File: config.mk
export PLATFORM = sky130hd
export DESIGN_NAME = mem_port_arbiter
export DESIGN_NICKNAME = d
export VERILOG_FILES = /design/src/rtl/mem_port_arbiter.sv
export SDC_FILE = /design/constraint.sdc
export NUM_CORES = 1
export LEC_CHECK = 0
export CORE_MARGIN = 5
export CORE_UTILIZATION = 45
export CTS_BUF_LIST = sky130_fd_sc_hd__clkbuf_4 sky130_fd_sc_hd__clkbuf_8 sky130_fd_sc_hd__clkbuf_16
export CTS_CLUSTER_DIAMETER = 30
export DETAILED_ROUTE_END_ITERATION = 12
export PLACE_DENSITY = 0.83
export SETUP_SLACK_MARGIN = 0.1
export SYNTH_ARGS = -nofsm -noshare
export SYNTH_HDL_FRONTEND = slang
export SYNTH_SLANG_ARGS = --single-unit
File: constraint.sdc
create_clock -name clk -period 2.7 [get_ports clk]
set_clock_uncertainty 0.2 [all_clocks]
set_input_delay 0.54 -clock clk [delete_from_list [all_inputs] [get_ports clk]]
set_output_delay 0.54 -clock clk [all_outputs]
set_load 0.02 [all_outputs]
File: src/rtl/mem_port_arbiter.sv
// Shares the single memory port of the multicycle core between instruction fetch and load/store.
// Latency: ack 2+MEM_LATENCY cycles after grant for reads, 2 for writes, 1 for a misaligned address.
// Backpressure: requests are level-held until ack; a losing or late request waits in IDLE, and grants alternate on contention.
module mem_port_arbiter #(
    parameter int DATA_WIDTH  = 32,
    parameter int ADDR_WIDTH  = 32,
    parameter int MEM_LATENCY = 0
) (
    input  logic                  clk,
    input  logic                  reset,
    input  logic                  if_req,
    input  logic [ADDR_WIDTH-1:0] if_addr,
    output logic                  if_ack,
    output logic                  if_err,
    output logic [DATA_WIDTH-1:0] if_rdata,
    input  logic                  dm_req,
    input  logic                  dm_we,
    input  logic [ADDR_WIDTH-1:0] dm_addr,
    input  logic [DATA_WIDTH-1:0] dm_wdata,
    output logic                  dm_ack,
    output logic                  dm_err,
    output logic [DATA_WIDTH-1:0] dm_rdata,
    output logic                  mem_en,
    output logic                  mem_we,
    output logic [ADDR_WIDTH-1:0] mem_addr,
    output logic [DATA_WIDTH-1:0] mem_wdata,
    input  logic [DATA_WIDTH-1:0] mem_rdata,
    output logic                  busy
);
    typedef enum logic [1:0] {S_IDLE, S_ISSUE, S_WAIT, S_RESP} state_t;

    // Counter reload value; WAIT is only entered when MEM_LATENCY > 0.
    localparam logic [3:0] LAT_M1  = (MEM_LATENCY > 0) ? 4'(MEM_LATENCY - 1) : 4'd0;
    localparam logic       PORT_IF = 1'b0;
    localparam logic       PORT_DM = 1'b1;

    state_t                r_state;
    state_t                w_next;
    logic                  r_port;
    logic                  r_last_grant;
    logic                  r_we;
    logic                  r_err;
    logic [3:0]            r_cnt;
    logic [ADDR_WIDTH-1:0] r_addr;
    logic [DATA_WIDTH-1:0] r_wdata;
    logic [DATA_WIDTH-1:0] r_if_rdata;
    logic [DATA_WIDTH-1:0] r_dm_rdata;

    logic                  w_any_req;
    logic                  w_grant_dm;
    logic [ADDR_WIDTH-1:0] w_gnt_addr;
    logic                  w_misaligned;
    logic                  w_capture;

    // Grant selection: a lone requester wins; on contention the port not granted last time wins.
    always_comb begin
        w_any_req    = if_req | dm_req;
        w_grant_dm   = dm_req & (~if_req | (r_last_grant == PORT_IF));
        w_gnt_addr   = w_grant_dm ? dm_addr : if_addr;
        w_misaligned = (w_gnt_addr[1:0] != 2'b00);
        w_capture    = ((r_state == S_ISSUE) && !r_we && (MEM_LATENCY == 0)) ||
                       ((r_state == S_WAIT) && (r_cnt == 4'd0));
    end

    // State register.
    always_ff @(posedge clk) begin
        if (reset) begin
            r_state <= S_IDLE;
        end else begin
            r_state <= w_next;
        end
    end

    // Next-state and strobe/ack decode.
    always_comb begin
        w_next = r_state;
        mem_en = 1'b0;
        mem_we = 1'b0;
        if_ack = 1'b0;
        if_err = 1'b0;
        dm_ack = 1'b0;
        dm_err = 1'b0;
        busy   = (r_state != S_IDLE);
        case (r_state)
            S_IDLE: begin
                if (w_any_req) begin
                    w_next = w_misaligned ? S_RESP : S_ISSUE;
                end
            end
            S_ISSUE: begin
                mem_en = 1'b1;
                mem_we = r_we;
                w_next = (r_we || (MEM_LATENCY == 0)) ? S_RESP : S_WAIT;
            end
            S_WAIT: begin
                if (r_cnt == 4'd0) begin
                    w_next = S_RESP;
                end
            end
            S_RESP: begin
                if_ack = (r_port == PORT_IF);
                if_err = (r_port == PORT_IF) & r_err;
                dm_ack = (r_port == PORT_DM);
                dm_err = (r_port == PORT_DM) & r_err;
                w_next = S_IDLE;
            end
            default: w_next = S_IDLE;
        endcase
    end

    // Request latch at grant, latency counter, and read-data capture into the granted port.
    always_ff @(posedge clk) begin
        if (reset) begin
            r_port       <= PORT_IF;
            r_last_grant <= PORT_IF;
            r_we         <= 1'b0;
            r_err        <= 1'b0;
            r_cnt        <= 4'd0;
            r_addr       <= '0;
            r_wdata      <= '0;
            r_if_rdata   <= '0;
            r_dm_rdata   <= '0;
        end else begin
            if ((r_state == S_IDLE) && w_any_req) begin
                r_port       <= w_grant_dm;
                r_last_grant <= w_grant_dm;
                r_addr       <= w_gnt_addr;
                r_we         <= w_grant_dm & dm_we;
                r_wdata      <= w_grant_dm ? dm_wdata : '0;
                r_err        <= w_misaligned;
            end
            if ((r_state == S_ISSUE) && !r_we) begin
                r_cnt <= LAT_M1;
            end else if ((r_state == S_WAIT) && (r_cnt != 4'd0)) begin
                r_cnt <= r_cnt - 4'd1;
            end
            if (w_capture) begin
                if (r_port == PORT_DM) begin
                    r_dm_rdata <= mem_rdata;
                end else begin
                    r_if_rdata <= mem_rdata;
                end
            end
        end
    end

    assign mem_addr  = r_addr;
    assign mem_wdata = r_wdata;
    assign if_rdata  = r_if_rdata;
    assign dm_rdata  = r_dm_rdata;

endmodule
==> impl_metrics.toml, run 1 <==
[detailed_routing]
drtIter0Drc = 552
vias_per_cell = 5.742
via_count = 7143
wl_mm = 21.62
drtPass1Iterations = 5
wl_per_cell_um = 17.38
drc = 0
drt.antenna.violating_nets = 0

[placement]
globalplace.congestion = 0.8254
place_hpwl_mm = 15.19
place_inst = 1212
portBuffers = 267
pre_cts_ws_ps = 316.1

[worst_setup_path]
r2r_slack_ps = 460
worstPathArrival_ps = 1650
end_kind = "output pin"
slowest_delay_ps = 380
worstPathCellList = "inv_1 -> ha_1 -> and2_1 -> dlygate4sd2_1"
critPathKind = "register to output pin"
rr_endpoint = "dm_rdata[5]$_SDFFE_PP0P_"
cp_top_family = "buffers and inverters"
rr_worst_depth = 6
worstSetupStartpointType = "register"
crit_fanout = 4
cp_slowest_cell = "dfxtp_1"
r2r_start = "r_state[1]$_SDFFE_PP0P_"
required_ps = 1960
path_buf_inv = 2

[sta]
timing.fmax_mhz = 418.1
hold_violations = 0
period_share_pct = 88.58
slew_violations = 0
rsz0062_at_grt = "false"
fin_tns_setup_ps = 0
tightest_slew_ps = 486.8
layout_min_cycle_time_ps = 2392
hold_ws_ps = 287.3
setup_viol = 0
max-slew-margin-rel_pct = 67.47
fin_ws_ps = 308.2

[finish]
register_area_um2 = 2746
antenna_cells = 0
fillers = 1267
multi_input_area_um2 = 4018
area_delta_synth_final_pct = 48.10
fin_cells = 1244
layout-drive-gt1-share_pct = 6.128
nets = 1155

[min_path]
hold_class = "register to register"
hold_depth = 2
min_from = "r_cnt[0]$_SDFFE_PP0P_"
min_to = "r_cnt[0]$_SDFFE_PP0P_"

[synthesis]
yosys.area.top_type = "dfxtp_1"
ys_types = 42
ys_seq_area_share_pct = 38.13
synthCells = 809
ys_warn_count = 0
ys_ff_latch = 137
syn-num-nets = 949
yosys-top-cells-area = "dfxtp_1 (38%), nor3_1 (4.5%), and4b_1 (4.5%), mux2i_1 (4.5%), a32oi_1 (4.0%)"
synth.avg_cell_area_um2 = 8.891
yosysTopAreaCellShare_pct = 38.13
syn_area_um2 = 7193

[clocking]
root_buffer = "clkbuf_16"
cts_setup_buffers = 0
numCtsBuffers = 17
path_clk_slew_ps = 60
cts_tree = "done"
htreeDepth = 4
worstSkewPairLatency_ps = 410
clockBufferDepth = 2
cts_sinks = 137
holdBufCountCts = 0

[floorplan]
die_h_um = 136.4
die_x_um = 136.4
row_count = 46
dieArea_um2 = 18610
start_util_pct = 45.61
core_um2 = 15770
pin_count = 268

[pwr]
leakage_nw = 3.936
p_per_area_nw_per_um2 = 665.2
power_mw = 7.086
ir_worst_vdd_mv = 0.4374

[global_routing]
grt_pass1_vias = 6518
grt_pass1_wl_mm = 33.57
globalRouteTotalUtil_pct = 22.46
grt_overflow = 0
grt_max_degree = 130
antenna_found_initial = 0

[status]
status = "completed"

[flow_run]
maxCapViolCount = 0
-- synth_stat cells --
| library cell | count |
|---|---|
| dfxtp_1 | 137 |
| nor2_1 | 68 |
| nor3_1 | 65 |
| clkbuf_1 | 59 |
| nor3b_1 | 35 |
| a211oi_1 | 34 |
| nand2b_1 | 34 |
| a32oi_1 | 33 |
| nand2_1 | 33 |
| nand3b_1 | 33 |
| or4_1 | 33 |
| and4b_1 | 32 |
| mux2i_1 | 32 |
| nand4b_1 | 32 |
| o311ai_0 | 32 |
| o31a_1 | 32 |
| buf_2 | 27 |
| buf_1 | 12 |
| inv_1 | 8 |
| ha_1 | 7 |
| o21ai_0 | 4 |
| a21oi_1 | 3 |
| a221oi_1 | 2 |
| and2_1 | 2 |
| buf_4 | 2 |
| buf_6 | 2 |
| a21boi_2 | 1 |
| a21o_1 | 1 |
| a22oi_1 | 1 |
| a311oi_1 | 1 |
| and3_1 | 1 |
| mux2_2 | 1 |
| nand3_1 | 1 |
| nand4bb_1 | 1 |
| nor2b_1 | 1 |
| o211ai_1 | 1 |
| o21a_1 | 1 |
| o21ai_1 | 1 |
| o41ai_1 | 1 |
| or3_1 | 1 |
| or3b_2 | 1 |
| xor2_1 | 1 |
-- cell usage in the layout (no fill, tap or decap), types with 7 or more instances in the layout --
cell type        netlist  routed
and4b_1               32      32
nor2_1                68      68
nand2_1               33      33
inv_1                  8       8
or4_1                 33      33
nor3_1                65      65
clkbuf_16              0      17
buf_4                  2       9
nor3b_1               35      35
dfxtp_1              137     136
a32oi_1               33      33
o31a_1                32      32
clkdlybuf4s50_1        0     259
o311ai_0              32      32
nand2b_1              34      33
buf_12                 0      13
nand4b_1              32      32
ha_1                   7       7
mux2i_1               32      32
nand3b_1              33      33
a211oi_1              34      34
-- routing by layer --
layer | global-route usage [%] | up-vias | routed length (um)
li1 | - | 3516 | -
met1 | 27.24 | 3359 | 8758
met2 | 36.05 | 237 | 10360
met3 | 9.141 | 31 | 2050
met4 | 7.839 | 0 | 451
met5 | 0 | - | 0
-- logic make-up after synthesis --
family | after synthesis | share of synthesized area, %
multiplexers | 33 | 4.610
AO/OA/AOI/OAI | 148 | 16.98
flip-flops | 137 | 38.13
XOR/XNOR | 1 | 0.1218
buffers and inverters | 110 | 6.523
adder cells (fa/ha/maj) | 7 | 1.218
AND/OR/NAND/NOR | 373 | 32.42
-- layout make-up --
cell class	instances	share of cell area (%)
Multi-Input combinational cell	562	37.71
Timing Repair Buffer	289	28.15
Sequential cell	137	25.78
Clock buffer	19	4.193
Tap cell	216	2.537
Clock inverter	13	1.339
Inverter	8	0.2819
-- report_power, final --
part	internal [mW]	switching, mW	leakage (nW)
Sequential	2.30	0.195	1.12
Combinational	1.07	1.19	2.52
Clock	1.40	0.934	0.288
Total	4.77	2.32	3.94
-- worst reg2reg max path, delay by kind of cell, from the launching register on --
kind,cells,cell delay [ps]
fa+ha+maj,1,250
flops,1,340
buf+inv,2,380
simple gates,3,940
-- per-stage QoR --
stage,cell area [um2],util (%)
global placement,10070,63.84
detailed placement,10070,63.84
floorplan,7193,-
CTS,10650,67.53
finish,10650,67.55
global route,10650,67.55
-- sequential cells by signal (all words and copies together) (netlist names) --
register      flops
r_last_grant      1
mem_addr         32
dm_rdata         32
r_we              1
if_rdata         32
mem_wdata        32
r_cnt             4
r_state           2
r_err             1
-- worst max path at each step --
stage | startpoint | endpoint | cells past startpoint
after floorplan | r_state[1]$_SDFFE_PP0P_ | dm_rdata[24]$_SDFFE_PP0P_ | 7
after global placement | dm_req | mem_addr[29]$_SDFFE_PP0P_ | 5
after detailed placement | dm_req | mem_addr[30]$_SDFFE_PP0P_ | 5
after CTS | r_state[1]$_SDFFE_PP0P_ | mem_en | 3
after global routing | r_state[1]$_SDFFE_PP0P_ | mem_we | 4
final | r_state[1]$_SDFFE_PP0P_ | mem_we | 4
-- what timing repair did --
action                                 CTS  global route
endpoints found under the hold margin    0             0
setup endpoints to repair                6             1
pin swaps                                0             0
gates resized for setup                  6             1
Power figures use the tool's default switching activity.
==> run 2: changes to the inputs <==
--- a/config.mk
+++ b/config.mk
@@ -9,7 +9,9 @@
 export CORE_UTILIZATION = 45
 export CTS_BUF_LIST = sky130_fd_sc_hd__clkbuf_4 sky130_fd_sc_hd__clkbuf_8 sky130_fd_sc_hd__clkbuf_16
 export CTS_CLUSTER_DIAMETER = 30
+export CTS_CLUSTER_SIZE = 40
 export DETAILED_ROUTE_END_ITERATION = 12
+export MAX_ROUTING_LAYER = met4
 export PLACE_DENSITY = 0.83
 export SETUP_SLACK_MARGIN = 0.1
 export SYNTH_ARGS = -nofsm -noshare
==> constraint.sdc (replaced) <==
create_clock -name clk -period 2.39 [get_ports clk]
set_clock_uncertainty 0.2 [all_clocks]
set_input_delay 0.478 -clock clk [delete_from_list [all_inputs] [get_ports clk]]
set_output_delay 0.478 -clock clk [all_outputs]
set_load 0.02 [all_outputs]
==> run 2 against run 1 <==
  * Die area unchanged
  * Hold slack improved by 5.1 ps
  * Sequential power increased by 13%
  * Total power increased by 16%
  * Global-route usage increased by 1.6 points
  * Final cell count increased by 1.9%
  * Clock power increased by 18%
  * Sequential share of layout area decreased by 0.53 points
  * First-iteration DRC count decreased by 17%
  * Combinational power increased by 16%
  * Critical path type unchanged
  * Highest routed layer unchanged
==> impl_metrics.toml, run 2 (synthesized netlist as in run 1, its figures left out) <==
[detailed_routing]
wl_per_cell_um = 17.62
vias_per_cell = 5.716
drtPass1Iterations = 5
wl_mm = 22.34
drc = 0
via_count = 7248
drt.antenna.violating_nets = 0
drtIter0Drc = 460

[clocking]
cts_sinks = 137
cts_tree = "done"
clockBufferDepth = 2
holdBufCountCts = 0
root_buffer = "clkbuf_16"
htreeDepth = 4
path_clk_slew_ps = 60
numCtsBuffers = 17
worstSkewPairLatency_ps = 410

[floorplan]
pin_count = 268
dieArea_um2 = 18610
core_um2 = 15770
start_util_pct = 45.61
die_x_um = 136.4
row_count = 46
die_h_um = 136.4

[worst_setup_path]
crit_start = "r_state[0]$_SDFFE_PP0P_"
end_kind = "output pin"
critPathKind = "register to output pin"
rr_worst_depth = 6
rr_endpoint = "dm_rdata[31]$_SDFFE_PP0P_"
cp_slowest_cell = "dfxtp_1"
slowest_delay_ps = 380
r2r_start = "r_state[0]$_SDFFE_PP0P_"
worstSetupStartpointType = "register"
crit_fanout = 4
worstPathArrival_ps = 1550
r2r_slack_ps = 170
cp-endpoint = "dm_err"
worstPathCellList = "ha_1 -> and3_1 -> dlygate4sd2_1"
required_ps = 1710

[finish]
nets = 1179
area_delta_synth_final_pct = 51.28
post-route-cell-area_um2 = 10880
layout-drive-gt1-share_pct = 8.840
antenna_cells = 0
mostFrequentLayoutCell = "clkdlybuf4s50_1"
layout_common_cells = "clkdlybuf4s50_1 (259), dfxtp_1 (135), nor2_1 (68), nor3_1 (65)"
fillers = 1250

[sta]
slew_violations = 0
rsz0062_at_grt = "true"
layout_min_cycle_time_ps = 2230
max-slew-margin-rel_pct = 74.29
setup_viol = 0
tightest_slew_ps = 385.6
fin_tns_setup_ps = 0
period_share_pct = 93.31
hold_violations = 0
timing.fmax_mhz = 448.4

[pwr]
p_per_area_nw_per_um2 = 753.4
ir_worst_vdd_mv = 0.4618
leakage_nw = 4.049

[min_path]
hold_class = "register to register"

[placement]
portBuffers = 267
dpl_cell_area_um2 = 10220
place_hpwl_mm = 15.86
globalplace.congestion = 0.8021

[global_routing]
grt_max_degree = 69
grt_pass1_vias = 6883
grt_pass1_wl_mm = 34.98
globalRouteTotalUtil_pct = 24.05
antenna_found_initial = 0
grt_overflow = 0

[flow_run]
maxCapViolCount = 0

[status]
status = "completed"
run 2: cell type report:
type | instances | area, um2 | share of cell area (%)
multi-input combinational | 562 | 4023 | 36.97
timing repair buffer | 313 | 3191 | 29.32
sequential | 137 | 2748 | 25.25
clock buffer | 19 | 452.9 | 4.162
tap | 216 | 270.3 | 2.484
clock inverter | 13 | 167.7 | 1.541
inverter | 8 | 30.03 | 0.2760
run 2: per-stage QoR:
step           util [%]  hold WS (ps)  setup slack [ps]  cells  power (mW)
2_1_floorplan         -         258.2             236.9    809       4.210
3_3_place_gp      64.80         267.2             185.4   1232       5.393
3_5_place_dp      64.80         277.9             113.7   1232       5.438
4_1_cts           68.69         292.8             27.07   1264       8.211
5_1_grt           69.00         316.4             47.96   1268       8.587
6_report          69.00         292.4             159.8   1268       8.198
run 2: per-layer routing:
metal	vias up	part of all wire (%)	global-route usage (%)
met1	3391	41	28.87
met4	0	2.4	8.063
met3	39	8.7	7.846
met2	261	48	38.17
met5	-	0	-
li1	3557	-	-
run 2: report_power, final:
group / internal (mW) / switching, mW / total (mW)
Clock: 1.71 / 1.05 / 2.76
Combinational: 1.25 / 1.37 / 2.62
Sequential: 2.60 / 0.217 / 2.82
Total: 5.55 / 2.64 / 8.20
run 2: how the worst min path moves through the flow:
stage	endpoint	slack [ps]	cells after the start	start
after CTS	mem_wdata[7]$_SDFFE_PP0P_	290	2	mem_wdata[7]$_SDFFE_PP0P_
final	mem_wdata[12]$_SDFFE_PP0P_	290	2	mem_wdata[12]$_SDFFE_PP0P_
after global routing	mem_wdata[7]$_SDFFE_PP0P_	320	2	mem_wdata[7]$_SDFFE_PP0P_
after detailed placement	mem_wdata[7]$_SDFFE_PP0P_	280	2	mem_wdata[7]$_SDFFE_PP0P_
after global placement	mem_wdata[28]$_SDFFE_PP0P_	270	2	mem_wdata[28]$_SDFFE_PP0P_
after floorplan	r_cnt[0]$_SDFFE_PP0P_	260	2	r_cnt[0]$_SDFFE_PP0P_
run 2: repair_timing:
action	4_1_cts	5_1_grt
hold endpoints to repair	0	0
setup endpoints to repair	7	67
gates cloned	0	1
resized for setup	9	11
setup buffers	0	3
run 2: worst max-delay path: cells and delay by family, from the launching register on:
family | cells | cell delay (ps)
DFF | 1 | 380
buffers and inverters | 1 | 330
adders and majority gates | 1 | 250
and+or+nand+nor | 1 | 180
